==> config.mk <==
export PLATFORM = sky130hd
export DESIGN_NAME = sfifo_reader
export DESIGN_NICKNAME = d
export VERILOG_FILES = /design/src/rtl/sfifo_reader.sv
export SDC_FILE = /design/constraint.sdc
export NUM_CORES = 1
export LEC_CHECK = 0
export ABC_AREA = 1
export BUFFER_PORTS_ARGS = -buffer_cell sky130_fd_sc_hd__buf_2
export CAP_MARGIN = 20
export CELL_PAD_IN_SITES_DETAIL_PLACEMENT = 1
export CELL_PAD_IN_SITES_GLOBAL_PLACEMENT = 1
export CORE_MARGIN = 2
export CORE_UTILIZATION = 43
export DETAILED_ROUTE_END_ITERATION = 12
export PLACE_DENSITY_LB_ADDON = 0.1
export SLEW_MARGIN = 10
export SYNTH_ARGS = -nofsm -noshare
export SYNTH_HDL_FRONTEND = slang
export SYNTH_SLANG_ARGS = --single-unit
==> constraint.sdc <==
create_clock -name CLK -period 4.15 [get_ports CLK]
set_input_delay 0.415 -clock CLK [delete_from_list [all_inputs] [get_ports CLK]]
set_output_delay 0.415 -clock CLK [all_outputs]
set_load 0.03 [all_outputs]
==> src/rtl/sfifo_reader.sv <==
// Read-side controller for a flagless single-clock register FIFO: tracks occupancy
// from the write strobe, pops words into a two-entry output buffer, flags overflow.
module sfifo_reader #(
  parameter int DW      = 32,
  parameter int LEN_LOG = 2
) (
  input  logic               CLK,
  input  logic               RST,
  input  logic               flush,
  input  logic               enq,
  input  logic [DW-1:0]      fifo_dat,
  output logic               deq,
  output logic               o_valid,
  output logic [DW-1:0]      o_data,
  input  logic               i_ready,
  output logic [LEN_LOG:0]   level,
  output logic               empty,
  output logic               ovf
);

  localparam logic [LEN_LOG:0] CNT_ZERO = {(LEN_LOG+1){1'b0}};
  localparam logic [LEN_LOG:0] CNT_ONE  = {{LEN_LOG{1'b0}}, 1'b1};
  localparam logic [LEN_LOG:0] CNT_FULL = CNT_ONE << LEN_LOG;
  localparam logic [DW-1:0]    DAT_ZERO = {DW{1'b0}};

  logic [LEN_LOG:0] cnt_q, cnt_d;
  logic [1:0]       ob_cnt_q, ob_cnt_d;
  logic [DW-1:0]    head_q, head_d;
  logic [DW-1:0]    skid_q, skid_d;
  logic             ovf_q, ovf_d;
  logic             deq_s;
  logic             pop_s;

  // Next-state logic for the occupancy counter, overflow flag and output buffer.
  always_comb begin
    cnt_d    = cnt_q;
    ob_cnt_d = ob_cnt_q;
    head_d   = head_q;
    skid_d   = skid_q;
    ovf_d    = ovf_q;
    pop_s    = (ob_cnt_q != 2'd0) && i_ready;
    // Fetch decision uses registered state only, keeping i_ready off the deq path.
    deq_s    = (cnt_q != CNT_ZERO) && (ob_cnt_q != 2'd2) && !flush;

    if (flush) begin
      cnt_d    = CNT_ZERO;
      ob_cnt_d = 2'd0;
      head_d   = DAT_ZERO;
      skid_d   = DAT_ZERO;
      ovf_d    = 1'b0;
    end else begin
      if (enq && !deq_s) begin
        if (cnt_q == CNT_FULL) begin
          ovf_d = 1'b1;
        end else begin
          cnt_d = cnt_q + CNT_ONE;
        end
      end else if (deq_s && !enq) begin
        cnt_d = cnt_q - CNT_ONE;
      end else begin
        cnt_d = cnt_q;
      end

      case ({deq_s, pop_s})
        2'b10: begin
          if (ob_cnt_q == 2'd0) begin
            head_d = fifo_dat;
          end else begin
            skid_d = fifo_dat;
          end
          ob_cnt_d = ob_cnt_q + 2'd1;
        end
        // Fetch and pop together only happen with one word buffered.
        2'b11: begin
          head_d   = fifo_dat;
          ob_cnt_d = ob_cnt_q;
        end
        2'b01: begin
          if (ob_cnt_q == 2'd2) begin
            head_d = skid_q;
          end else begin
            head_d = head_q;
          end
          ob_cnt_d = ob_cnt_q - 2'd1;
        end
        default: begin
          ob_cnt_d = ob_cnt_q;
        end
      endcase
    end
  end

  // State registers with asynchronous reset.
  always_ff @(posedge CLK or posedge RST) begin
    if (RST) begin
      cnt_q    <= CNT_ZERO;
      ob_cnt_q <= 2'd0;
      head_q   <= DAT_ZERO;
      skid_q   <= DAT_ZERO;
      ovf_q    <= 1'b0;
    end else begin
      cnt_q    <= cnt_d;
      ob_cnt_q <= ob_cnt_d;
      head_q   <= head_d;
      skid_q   <= skid_d;
      ovf_q    <= ovf_d;
    end
  end

  assign deq     = deq_s;
  assign o_valid = (ob_cnt_q != 2'd0);
  assign o_data  = head_q;
  assign level   = cnt_q;
  assign empty   = (cnt_q == CNT_ZERO) && (ob_cnt_q == 2'd0);
  assign ovf     = ovf_q;

endmodule

==> impl_metrics.json, run 1 <==
{
  "fin_crit_sh_pct": 54.78,
  "drive_gt1_share_pct": 22.08,
  "vias": 2987,
  "post_cts_buffers": 0,
  "yosysWarnings": 0,
  "dpl.hpwl_mm": 5.842,
  "path_clk_slew_ns": 0.07,
  "final_max_slew_viol_count": 0,
  "finalSetupTns_ns": 0,
  "wirelength_mm": 8.694,
  "grt_usage_pct": 20.94,
  "grt_max_degree": 65,
  "cp-start-kind": "register",
  "rr_worst_depth": 5,
  "port_buffers": 75,
  "cts_buffers": 9,
  "dpl_cell_area_um2": 3842,
  "dieHeight_um": 93.54,
  "dieArea_um2": 8749,
  "synth_area_um2": 3447,
  "cts_hold_buffers": 0,
  "fin_cells": 582,
  "cts_buffer_depth": 2,
  "die_w_um": 93.54,
  "gp_congestion": 0.7863,
  "final_cell_mix": "79 x nand2_1, 75 x buf_2, 73 x nand3_1",
  "final_area_um2": 4034,
  "cp_slowest_stage_delay_ns": 0.63,
  "ir_drop_mv": 0.3663,
  "cts.sinks": 70,
  "max_slew_margin_pct": 55.44,
  "avgSynthCellArea_um2": 8.346,
  "dp_cells": 568,
  "antenna_found_initial": 0,
  "crit-reg2reg-launch": "level[0]",
  "cpMaxStageDelayCell": "nand3_4",
  "fin_crit_ns": 2.273,
  "required_ns": 4.38,
  "cp.arrival_ns": 2.51,
  "cp_top_family": "simple AND/OR/NAND/NOR gates",
  "skew_ns": 0.005998,
  "layout_commonest_cell": "nand2_1",
  "dr.first_iter.drc_count": 142,
  "drc": 0,
  "status": "finished, final reports clean",
  "tightest_slew_ns": 0.6683,
  "max_clock_freq_mhz": 439.9,
  "n_antenna_cell": 0,
  "grt_overflow": 0,
  "wire_per_inst_um": 14.94,
  "setup_viol": 0,
  "cp_max_fo": 64,
  "synth_seq_cells": 70,
  "worstSetupEndpointType": "register",
  "rsz0062_at_grt": "false",
  "leakagePower_uw": 0.002113,
  "fin_nets": 516,
  "syn_to_final_growth_pct": 17.02,
  "root_buffer": "clkbuf_8",
  "hold_class": "input pin to asynchronous set/reset pin",
  "start_util_pct": 44.61,
  "first_pass_iters": 4,
  "pre_cts_slack_ns": 1.516,
  "grt_pass1_wl_mm": 14.46,
  "cp.buffers_inverters": 1,
  "design.core.area_um2": 7727,
  "ys_seq_area_share_pct": 50.82,
  "boundaryPins": 76,
  "cts_tree": "done",
  "worstPathCellList": "inv_1 > nand3b_4 > nand4_4 > nand3_4 > o21ai_0",
  "h-tree-depth": 3,
  "synth_nets": 451,
  "reg2reg_to": "o_data[27]",
  "ff2ff_setup_slack_ns": 1.88,
  "clk_latency_ns": 0.34,
  "syn-instance-count": 413,
  "holdWs_ns": 0.09955,
  "path_class": "register to register",
  "cts-resized-gates": 0,
  "postLayoutSetupSlackWorst_ns": 1.877,
  "power.density_nw_per_um2": 715.8,
  "grt_pass1_vias": 3036,
  "hold_viol": 0,
  "drv_cap": 0,
  "netlist-cell-type-count": 28,
  "fp-row-count": 32,
  "via_per_inst": 5.132,
  "ant_nets": 0
}
-- state kept, by name, indices dropped and copies added, names as in the netlist --
register,cells
o_data,32
ob_cnt_q,2
skid_q,32
ovf,1
level,3
-- per-layer routing --
metal / vias up / track usage (%) / wire [µm]
met2: 59 / 34.35 / 4143
met5: - / 0 / 0
met1: 1453 / 28.64 / 4147
met4: 0 / 7.005 / 105
met3: 9 / 2.981 / 298
li1: 1466 / - / -
-- synthesized netlist by cell type (all sizes together) --
cell | number | share of area (%)
inv | 75 | 8.2
or2 | 1 | 0.18
xnor2 | 1 | 0.25
a21boi | 1 | 0.22
o21ai | 35 | 5.1
clkbuf | 6 | 0.65
o22ai | 32 | 5.8
dfrtp | 70 | 51
buf | 19 | 3.5
nand2 | 83 | 9.9
fa | 1 | 0.58
nor2 | 4 | 0.44
clkinv | 1 | 0.25
nor3 | 1 | 0.15
a21oi | 3 | 0.87
nand4 | 4 | 1.2
nand3 | 75 | 11
nand3b | 1 | 0.58
-- metrics by stage --
| step | total power [µW] | util (%) |
|---|---|---|
| floorplan | 2062 | - |
| detailed placement | 2384 | 49.72 |
| CTS | 2919 | 52.01 |
| finish | 2888 | 52.20 |
| global route | 3095 | 52.20 |
| global placement | 2337 | 49.47 |
-- worst max path at each step --
stage | start | end | slack, ns | depth (start not counted)
6_report | level[0] | o_data[27] | 1.88 | 5
5_1_grt | level[0] | o_data[28] | 1.63 | 5
4_1_cts | ob_cnt_q[1] | skid_q[22] | 1.51 | 4
3_5_place_dp | flush | skid_q[17] | 1.52 | 5
3_3_place_gp | flush | skid_q[11] | 1.63 | 5
2_1_floorplan | RST | level[0] | 1.97 | 1
-- where the power goes --
group	total [µW]	internal (µW)	switching (µW)
Sequential	1010	898	113
Clock	529	284	246
Combinational	1350	369	979
-- cells by family after synthesis --
kind of cell / count (synthesis) / share of synthesized area (%)
XOR/XNOR: 1 / 0.2541
buffers and inverters: 101 / 12.56
AND/OR/NAND/NOR: 169 / 23.81
AO/OA/AOI/OAI: 71 / 11.98
flip-flops: 70 / 50.82
adder cells (fa/ha/maj): 1 / 0.5808
-- final cells by class --
| cell class | count | area, µm² |
|---|---|---|
| clock buffer | 11 | 141.4 |
| timing repair buffer | 79 | 425.4 |
| tap | 102 | 127.6 |
| fill | 988 | 3694 |
| clock inverter | 2 | 35.03 |
| multi-input combinational | 242 | 1262 |
| inverter | 76 | 290.3 |
| sequential | 70 | 1752 |
No activity file was read; power rests on OpenSTA's default activity.
==> run 2: changes to the inputs <==
--- a/config.mk
+++ b/config.mk
@@ -11,7 +11,7 @@
 export CELL_PAD_IN_SITES_DETAIL_PLACEMENT = 1
 export CELL_PAD_IN_SITES_GLOBAL_PLACEMENT = 1
 export CORE_MARGIN = 2
-export CORE_UTILIZATION = 43
+export CORE_UTILIZATION = 40
 export DETAILED_ROUTE_END_ITERATION = 12
 export PLACE_DENSITY_LB_ADDON = 0.1
 export SLEW_MARGIN = 10
==> constraint.sdc (replaced) <==
create_clock -name CLK -period 2.1 [get_ports CLK]
set_input_delay 0.21 -clock CLK [delete_from_list [all_inputs] [get_ports CLK]]
set_output_delay 0.21 -clock CLK [all_outputs]
set_load 0.03 [all_outputs]
==> impl_metrics.json, run 2 (synthesis gave the netlist of run 1 again) <==
{
  "multi_input_area_um2": 1270,
  "root_buffer": "clkbuf_8",
  "fillerInstances": 1044,
  "area.sequential_um2": 1752,
  "grt_usage_pct": 19.94,
  "setup_viol": 0,
  "hold_viol": 0,
  "h-tree-depth": 3,
  "tightest_slew_ns": 0.4760,
  "grt_max_degree": 37,
  "cts_buffer_depth": 2,
  "ff2ff_setup_slack_ns": 0.18,
  "n_antenna_cell": 0,
  "grt_pass1_wl_mm": 15.35,
  "postLayoutSetupSlackWorst_ns": 0.1835,
  "power.density_nw_per_um2": 1407,
  "ant_nets": 0,
  "final_max_slew_viol_count": 0,
  "wirelength_mm": 9.120,
  "cts.sinks": 70,
  "max_slew_margin_pct": 68.26,
  "pre_cts_slack_ns": 0.1560,
  "skew_ns": 0.005425,
  "vias": 3052,
  "first_pass_iters": 4,
  "path_clk_slew_ns": 0.07,
  "fin_nets": 527,
  "syn_to_final_growth_pct": 19.71,
  "finalSetupTns_ns": 0,
  "dpl.hpwl_mm": 6.129,
  "dieArea_um2": 9376,
  "die_w_um": 96.83,
  "holdWs_ns": 0.1499,
  "fin_crit_ns": 1.916,
  "required_ns": 2.35,
  "grt_pass1_vias": 3191,
  "worstSetupEndpointType": "register",
  "final_cell_mix": "79 x nand2_1, 75 x buf_2, 73 x nand3_1",
  "clk_latency_ns": 0.33,
  "path_class": "register to register",
  "dp_cells": 580,
  "cts_buffers": 9,
  "ir_drop_mv": 0.5636,
  "layout_commonest_cell": "nand2_1",
  "fin_cells": 599,
  "cts_tree": "done",
  "hold_class": "input pin to register",
  "grt_overflow": 0,
  "finish.utilization_pct": 49.72,
  "dieHeight_um": 96.83,
  "drv_cap": 0,
  "start_util_pct": 41.53,
  "cp-start-kind": "register",
  "gp_congestion": 0.8188,
  "design.core.area_um2": 8299,
  "dr.first_iter.drc_count": 106,
  "cp.arrival_ns": 2.17,
  "wire_per_inst_um": 15.23,
  "boundaryPins": 76,
  "drc": 0,
  "cp_max_fo": 36,
  "status": "finished, final reports clean",
  "fin_crit_sh_pct": 91.26,
  "antenna_found_initial": 0,
  "max_clock_freq_mhz": 521.8,
  "leakagePower_uw": 0.002166,
  "drive_gt1_share_pct": 24.09,
  "port_buffers": 75,
  "fp-row-count": 33,
  "via_per_inst": 5.095
}
-- run 2: path summary, 6_finish.rpt --
path                             start          to  cells past startpoint
max                           level[0]  o_data[30]                      8
min                        fifo_dat[9]   skid_q[9]                      3
max reg2reg                   level[0]  o_data[30]                      8
min reg2reg                 o_data[22]  o_data[22]                      2
max in group asynchronous          RST  o_data[27]                      4
min in group asynchronous          RST  o_data[11]                      4
-- run 2: repair_timing --
action / 4_1_cts / 5_1_grt
resized for setup: 0 / 1
setup buffers: 0 / 2
hold buffers: 1 / 0
endpoints found under the setup margin: 0 / 1
hold endpoints to repair: 56 / 0
-- run 2: cell type report --
class                   instances  share of cell area [%]
multi-input cells             242                   30.78
flip-flops and latches         70                   42.45
well taps                     105                   3.184
inverters                      76                   7.035
clock buffers                  12                   3.517
clock inverters                 4                  0.5458
repair buffers                 90                   12.49
-- run 2: through the flow --
stage | power (µW) | cell area (µm²)
final | 5805 | 4126
after global routing | 6230 | 4126
after CTS | 5849 | 4104
after detailed placement | 4870 | 3926
after global placement | 4792 | 3926
after floorplan | 4075 | 3447
-- run 2: report_power, final --
| part | leakage [µW] | switching, µW | internal [µW] |
|---|---|---|---|
| combinational | 0.00114 | 1990 | 858 |
| clock | 0.0000861 | 498 | 456 |
| sequential | 0.000937 | 232 | 1770 |
| total | 0.00217 | 2720 | 3090 |
-- run 2: per-layer routing --
metal / GRT usage (%) / wire length (µm)
met2: 33.07 / 4516
met3: 3.540 / 344
met5: 0 / 0
met1: 26.65 / 4189
met4: 6.176 / 70
-- run 2: critical path, cell delays in order (launching register included) --
cell and delay [ns]:
dfrtp_1 0.41, inv_1 0.20, nand3b_4 0.16, nand2_4 0.10
buf_4 0.25, nand2_4 0.30, nand2_1 0.14, nand3_1 0.09
o21ai_0 0.17
